[config.mk]
export PLATFORM = sky130hd
export DESIGN_NAME = axis_bram_writer_flat
export DESIGN_NICKNAME = d
export VERILOG_FILES = /design/src/rtl/axis_bram_writer_pkg.sv /design/src/rtl/axis_bram_writer_if.sv /design/src/rtl/axis_bram_writer.sv /design/src/flat_wrapper.sv
export SDC_FILE = /design/constraint.sdc
export NUM_CORES = 1
export LEC_CHECK = 0
export CAP_MARGIN = 5
export CORE_MARGIN = 3
export CORE_UTILIZATION = 48
export CTS_CLUSTER_SIZE = 24
export DETAILED_ROUTE_END_ITERATION = 16
export PLACE_DENSITY = 0.79
export RECOVER_POWER = 25
export SYNTH_ARGS = -nofsm -noshare
export SYNTH_HDL_FRONTEND = slang
export SYNTH_SLANG_ARGS = --single-unit
[constraint.sdc]
create_clock -name aclk -period 2.2 [get_ports aclk]
set_input_delay 0.44 -clock aclk [delete_from_list [all_inputs] [get_ports aclk]]
set_output_delay 0.44 -clock aclk [all_outputs]
set_load 0.02 [all_outputs]
[src/rtl/axis_bram_writer_pkg.sv]
// Shared types for the AXI-Stream to BRAM frame writer.
// Holds the capture FSM state encoding and byte-enable sizing.
package axis_bram_pkg;

  typedef enum logic [2:0] {
    IDLE,
    ARMED,
    CAPTURE,
    DROP,
    DONE
  } state_t;

  function automatic int be_width(input int dw);
    return dw / 8;
  endfunction

endpackage

[src/rtl/axis_bram_writer_if.sv]
// AXI-Stream bundle between an upstream source and the BRAM writer.
// The writer is the slave; tready is its only driven signal.
interface axis_bram_if #(
  parameter int DATA_WIDTH = 16
);
  logic [DATA_WIDTH-1:0] tdata;
  logic                  tvalid;
  logic                  tready;
  logic                  tlast;

  modport master (
    output tdata, tvalid, tlast,
    input  tready
  );

  modport slave (
    input  tdata, tvalid, tlast,
    output tready
  );
endinterface

[src/rtl/axis_bram_writer.sv]
// Captures one complete, frame-aligned AXI-Stream frame into BRAM on arm.
// Publishes the captured length; 0 means the full 2**ADDR_WIDTH depth.
module axis_bram_writer
  import axis_bram_pkg::*;
#(
  parameter int DATA_WIDTH = 16,
  parameter int ADDR_WIDTH = 12,
  localparam int BW = be_width(DATA_WIDTH)
) (
  input  logic                  aclk,
  input  logic                  areset,
  input  logic                  arm,
  axis_bram_if.slave            s_axis,
  output logic [ADDR_WIDTH-1:0] bram_addr,
  output logic [DATA_WIDTH-1:0] bram_wrdata,
  output logic [BW-1:0]         bram_we,
  output logic                  bram_en,
  output logic                  bram_clk,
  output logic [ADDR_WIDTH-1:0] frame_len,
  output logic                  done,
  output logic                  overflow,
  output logic                  busy
);

  state_t                state;
  state_t                state_n;
  logic                  in_frame;
  logic [ADDR_WIDTH:0]   wr_ptr;
  logic [ADDR_WIDTH:0]   ptr_n;
  logic                  wr;
  logic [ADDR_WIDTH-1:0] waddr;
  logic [ADDR_WIDTH-1:0] len_n;
  logic                  ovf_n;
  logic                  accept;
  logic                  start;

  assign s_axis.tready = !areset;
  assign bram_clk      = aclk;
  assign accept        = s_axis.tvalid && !areset;
  assign start         = accept && !in_frame;

  always_comb begin
    state_n = state;
    ptr_n   = wr_ptr;
    wr      = 1'b0;
    waddr   = wr_ptr[ADDR_WIDTH-1:0];
    len_n   = frame_len;
    ovf_n   = overflow;
    unique case (state)
      IDLE: begin
        if (arm) begin
          state_n = ARMED;
          ptr_n   = '0;
        end
      end
      ARMED: begin
        if (start) begin
          wr    = 1'b1;
          waddr = '0;
          ptr_n = (ADDR_WIDTH+1)'(1);
          if (s_axis.tlast) begin
            state_n = DONE;
            len_n   = ADDR_WIDTH'(1);
          end else begin
            state_n = CAPTURE;
          end
        end
      end
      CAPTURE: begin
        if (accept) begin
          wr    = 1'b1;
          ptr_n = wr_ptr + 1'b1;
          if (s_axis.tlast) begin
            state_n = DONE;
            len_n   = ptr_n[ADDR_WIDTH-1:0];
          end else if (ptr_n[ADDR_WIDTH]) begin
            // depth exhausted mid-frame: drain the rest of it
            state_n = DROP;
            ovf_n   = 1'b1;
          end
        end
      end
      DROP: begin
        if (accept && s_axis.tlast) begin
          state_n = DONE;
          len_n   = '0;
        end
      end
      DONE: begin
        if (arm) begin
          state_n = ARMED;
          ptr_n   = '0;
          ovf_n   = 1'b0;
        end
      end
      default: state_n = IDLE;
    endcase
  end

  always_ff @(posedge aclk) begin
    if (areset) begin
      state       <= IDLE;
      in_frame    <= 1'b0;
      wr_ptr      <= '0;
      bram_en     <= 1'b0;
      bram_we     <= '0;
      bram_addr   <= '0;
      bram_wrdata <= '0;
      frame_len   <= '0;
      done        <= 1'b0;
      overflow    <= 1'b0;
      busy        <= 1'b0;
    end else begin
      state     <= state_n;
      wr_ptr    <= ptr_n;
      frame_len <= len_n;
      overflow  <= ovf_n;
      done      <= (state_n == DONE);
      busy      <= (state_n == ARMED) ||
                   (state_n == CAPTURE) ||
                   (state_n == DROP);
      bram_en   <= wr;
      bram_we   <= {BW{wr}};
      if (wr) begin
        bram_addr   <= waddr;
        bram_wrdata <= s_axis.tdata;
      end
      if (accept) in_frame <= !s_axis.tlast;
    end
  end

endmodule

[src/flat_wrapper.sv]
// flat-port wrapper written by rule: the top's interface ports become plain ports
module axis_bram_writer_flat import axis_bram_pkg::*;
#(
  parameter int DATA_WIDTH = 16,
  parameter int ADDR_WIDTH = 12,
  localparam int BW = be_width(DATA_WIDTH)
)
  (aclk, areset, arm, bram_addr, bram_wrdata, bram_we, bram_en, bram_clk, frame_len, done, overflow, busy, s_axis_tdata, s_axis_tvalid, s_axis_tlast, s_axis_tready);
  axis_bram_if #(.DATA_WIDTH(DATA_WIDTH)) s_axis_i ();
  input  logic aclk;
  input  logic areset;
  input  logic arm;
  output logic [ADDR_WIDTH-1:0] bram_addr;
  output logic [DATA_WIDTH-1:0] bram_wrdata;
  output logic [BW-1:0] bram_we;
  output logic bram_en;
  output logic bram_clk;
  output logic [ADDR_WIDTH-1:0] frame_len;
  output logic done;
  output logic overflow;
  output logic busy;
  input wire logic [$bits(s_axis_i.tdata)-1:0] s_axis_tdata;
  input wire logic [$bits(s_axis_i.tvalid)-1:0] s_axis_tvalid;
  input wire logic [$bits(s_axis_i.tlast)-1:0] s_axis_tlast;
  output wire logic [$bits(s_axis_i.tready)-1:0] s_axis_tready;
  assign s_axis_i.tdata = s_axis_tdata;
  assign s_axis_i.tvalid = s_axis_tvalid;
  assign s_axis_i.tlast = s_axis_tlast;
  assign s_axis_tready = s_axis_i.tready;
  axis_bram_writer #(.DATA_WIDTH(DATA_WIDTH), .ADDR_WIDTH(ADDR_WIDTH)) u_core (.aclk(aclk), .areset(areset), .arm(arm), .s_axis(s_axis_i), .bram_addr(bram_addr), .bram_wrdata(bram_wrdata), .bram_we(bram_we), .bram_en(bram_en), .bram_clk(bram_clk), .frame_len(frame_len), .done(done), .overflow(overflow), .busy(busy));
endmodule
* Yosys cells after proc, flatten, opt, wreduce, memory -nomap -nowiden *
Cells that the tools add are included.

storage, ports and cells
  register bits after elaboration = 62
  bits in latches = 0
  bits in writable memories = 0
  bits in read-only memories = 0
  output and inout port bits = 48
  memories = 0

cells by class
  $add $sub $neg = 1
  multipliers = 0
  divide/modulo/power cells = 0
  order comparisons = 0
  equal/unequal tests = 17
  shift operators = 0
  mux-type cells = 28
  bitwise operators = 0
  reductions and logical operators = 16

operator list
  cell                     count
  $mux W12                 7
  $mux W13                 3
  $pmux W13 S3             1
  $pmux W12 S3             1
  $mux W3                  7
  $add A13 B1 Y13 const B  1
  $eq A3 B2 Y1 const B     4
  $pmux W3 S4              1
  $ne A2 B1 Y1 const B     5
  $ne A2 B2 Y1 const B     4
  $eq A3 B1 Y1 const B     2
  $eq A3 B3 Y1 const B     2
  $mux W1                  6
  $reduce_and A6 Y1        1
  $reduce_bool A3 Y1       2
  $reduce_and A5 Y1        1
  $pmux W1 S2              2
  $reduce_and A4 Y1        1
  $logic_and A1 B1 Y1      3
  $logic_not A1 Y1         3
  $logic_not A3 Y1         1
  $logic_or A1 B1 Y1       2
  $reduce_bool A2 Y1       1
  $reduce_or A2 Y1         1

* Depth between registers and ports, before layout *
Gate-level depths: netlist of the first run.

  word-level depth = 8
  mapped depth = 8
  mapped depth without buffers = 5

==> metrics.md, run 1 <==
| Metric | Value |
|---|---|
| Synth unique cells | `49` |
| Min Hold Slack | `0.453 ns` |
| Post-DP Area | `3430 sq um` |
| Top FF cell, synth | `dfxtp_1` |
| Flops & latches, synth | `61` |
| EDFF count, synth | `0` |
| All-Layer GR Usage | `23.4%` |
| Synthesized Nets | `346` |
| Leading area contributor after synthesis | `dfxtp_1` |
| TritonCTS clock tree | `built` |
| Placement Setup Slack | `0.0717 ns` |
| Die W | `80.2 um` |
| WL final | `6950 um` |
| Vias in the first global route | `2,424` |
| Initial DRC count | `181` |
| Largest net degree at the start of global routing | `33` |
| Grt total ovfl | `0` |
| FF-to-FF Start | `u_core.state[0]` |
| RSZ-0062 raised after global routing | `false` |
| Synth area leaders | `dfxtp_1 46%, nand2_1 11%, a21oi_1 8.9%` |
| Pre-Repair DR Iteration Count | `4` |
| Final-report setup violation count | `0` |
| Number of fill cells in the layout | `445` |
| Fin. Hold Viols | `0` |
| Leakage | `1.25 nW` |
| Setup TNS | `0 ns` |
| Layout cell share with drive strength beyond 1 | `9.95%` |
| FP Rows | `26` |
| Drt wl/cell | `14.7 um` |
| Synthesized area | `2640 sq um` |
| Die Area | `6430 sq um` |
| Port bufs | `68` |
| Run status | `completed` |
| Startpoint types | `clock port` |
| Yosys top cell area share | `46.3%` |
| Worst min path class | `reg -> reg` |
| CP Max Fanout | `2` |
| Worst skew pair latency | `0.43 ns` |
| Maxcap violations | `0` |
| Most frequent cell after synthesis | `nand2_1` |
| Crit Path Category | `clk -> out` |
| Routability Congestion | `0.863` |
| Measured slew at the worst slew-check pin | `0.690 ns` |
| WP data required | `1.76 ns` |
| Chip height | `80.2 um` |
| Remaining DRCs | `0` |
| Peak VDD IR | `0.609 mV` |
| I/O Pins | `69` |
| Final worst slack | `0.126 ns` |
| Synth async-reset ratio | `0%` |
| First-pass GRT wire length | `11,500 um` |
| Initial Utilization | `50.7%` |
| Post-synthesis sequential area ratio | `46.3%` |
| Worst-path clk slew | `0.06 ns` |
| Core area | `5200 sq um` |
| Slew Limit Headroom | `54.0%` |
| Worst Path Arrival | `1.63 ns` |
| PD cells | `667 nW/um^2` |
| Clock skew | `0.00721 ns` |
| Synthesis-to-finish area growth | `38.0%` |
| YS warnings | `0` |
| Syn_area_per_cell | `8.15 sq um` |
| Design Area, Final | `3640 sq um` |
| Synth top cells by count | `75 x nand2_1, 61 x dfxtp_1, 47 x a21oi_1` |
| Crit. End Element | `output pin` |
| Cells after synthesis | `324` |
| Crit path from | `aclk` |
| Post-CTS Setup Bufs | `0` |
| Final #Nets | `420` |
| Worst Hold Launch | `u_core.bram_wrdata[10]` |
| Max-slew violation count | `0` |
| Antenna Nets Post-Route | `0` |
| Vias | `2,599` |
| Initial antenna violation count | `0` |
| DPL Wire Length | `4700 um` |
| N_diodes | `0` |
| Via density | `5.51` |
[through the flow]
step                      std cells  util [%]  power, mW
after floorplan                 324         -       1.32
after global placement          454      65.9       1.43
after detailed placement        454      65.9       1.43
after CTS                       472      70.0       2.45
after global routing            472      70.0       2.53
final                           472      70.0       2.43
[flip-flops by register name, indices dropped and copies added, names as in the netlist]
| signal | flops |
|---|---|
| u_core.frame_len | 12 |
| u_core.in_frame | 1 |
| u_core.busy | 1 |
| u_core.bram_addr | 12 |
| u_core.bram_wrdata | 16 |
| u_core.state | 3 |
| u_core.done | 1 |
| u_core.wr_ptr | 13 |
| u_core.bram_we | 1 |
| u_core.overflow | 1 |
[worst max-delay path, cell delays in order]
cell and delay (ns):
clkbuf_8 0.11, clkbuf_8 0.11, dlygate4sd2_1 0.31
[cells by family after synthesis]
family / count (synthesis) / share of synthesized area, %
fa+ha+maj: 1 / 0.474
mux: 1 / 0.379
compound gates: 86 / 20.5
buf+inv: 35 / 6.68
flops: 61 / 46.3
simple gates: 134 / 23.7
xor+xnor: 6 / 1.99
[report_power, final]
part / internal, mW / switching, mW / leakage [nW]
combinational: 0.0961 / 0.116 / 0.636
sequential: 1.12 / 0.0113 / 0.493
clock: 0.627 / 0.455 / 0.119
total: 1.84 / 0.583 / 1.25
[final timing paths]
path                       endpoint  slack [ns]  cells after the start
max                        bram_clk        0.13                      3
min          u_core.bram_wrdata[10]        0.45                      2
max reg2reg  u_core.bram_wrdata[11]        0.30                      6
min reg2reg  u_core.bram_wrdata[10]        0.45                      2
[metal layers]
metal / routed length (um) / GRT usage [%] / share of wire (%) / vias up
met5: 0 / 0 / 0 / -
met1: 2920 / 28.5 / 42 / 1167
met3: 684 / 10.4 / 9.8 / 15
met2: 3200 / 34.5 / 46 / 122
met4: 146 / 12.0 / 2.1 / 0
li1: - / - / - / 1295
[cell usage in the layout, fill, tap and decap left out, types with 3 or more instances in the layout]
cell type	synthesis	final
a32o_1	3	3
clkdlybuf4s50_1	0	67
a311oi_1	6	6
clkbuf_8	0	15
nand4_1	5	5
a21oi_1	47	47
xnor2_1	3	3
a31oi_1	4	4
nor2_1	9	9
nand3_1	13	13
nor3_1	10	10
nand2_1	75	75
o21ai_0	5	5
buf_4	5	20
clkbuf_1	14	3
nand2b_1	6	6
dfxtp_1	61	61
inv_1	4	4
xor2_1	3	3
[what timing repair did]
action	4_1_cts	5_1_grt
resized for setup	1	0
hold buffers	0	0
setup endpoints to repair	1	0
[cell type report]
class / instances / area (sq um) / area share, %
inverter: 5 / 18.8 / 0.515
clock buffer: 18 / 223 / 6.11
timing repair buffer: 89 / 845 / 23.2
clock inverter: 1 / 5.00 / 0.137
multi-input combinational: 228 / 1240 / 34.1
sequential: 61 / 1220 / 33.5
tap: 70 / 87.6 / 2.40
Note: power is estimated with default switching activity, not from simulation.
==> inputs of run 2 (changes only) <==
SLEW_MARGIN = 5   (was not set)
==> results of run 2 <==
The final DEF is identical to that of run 1; final timing and power are the same.
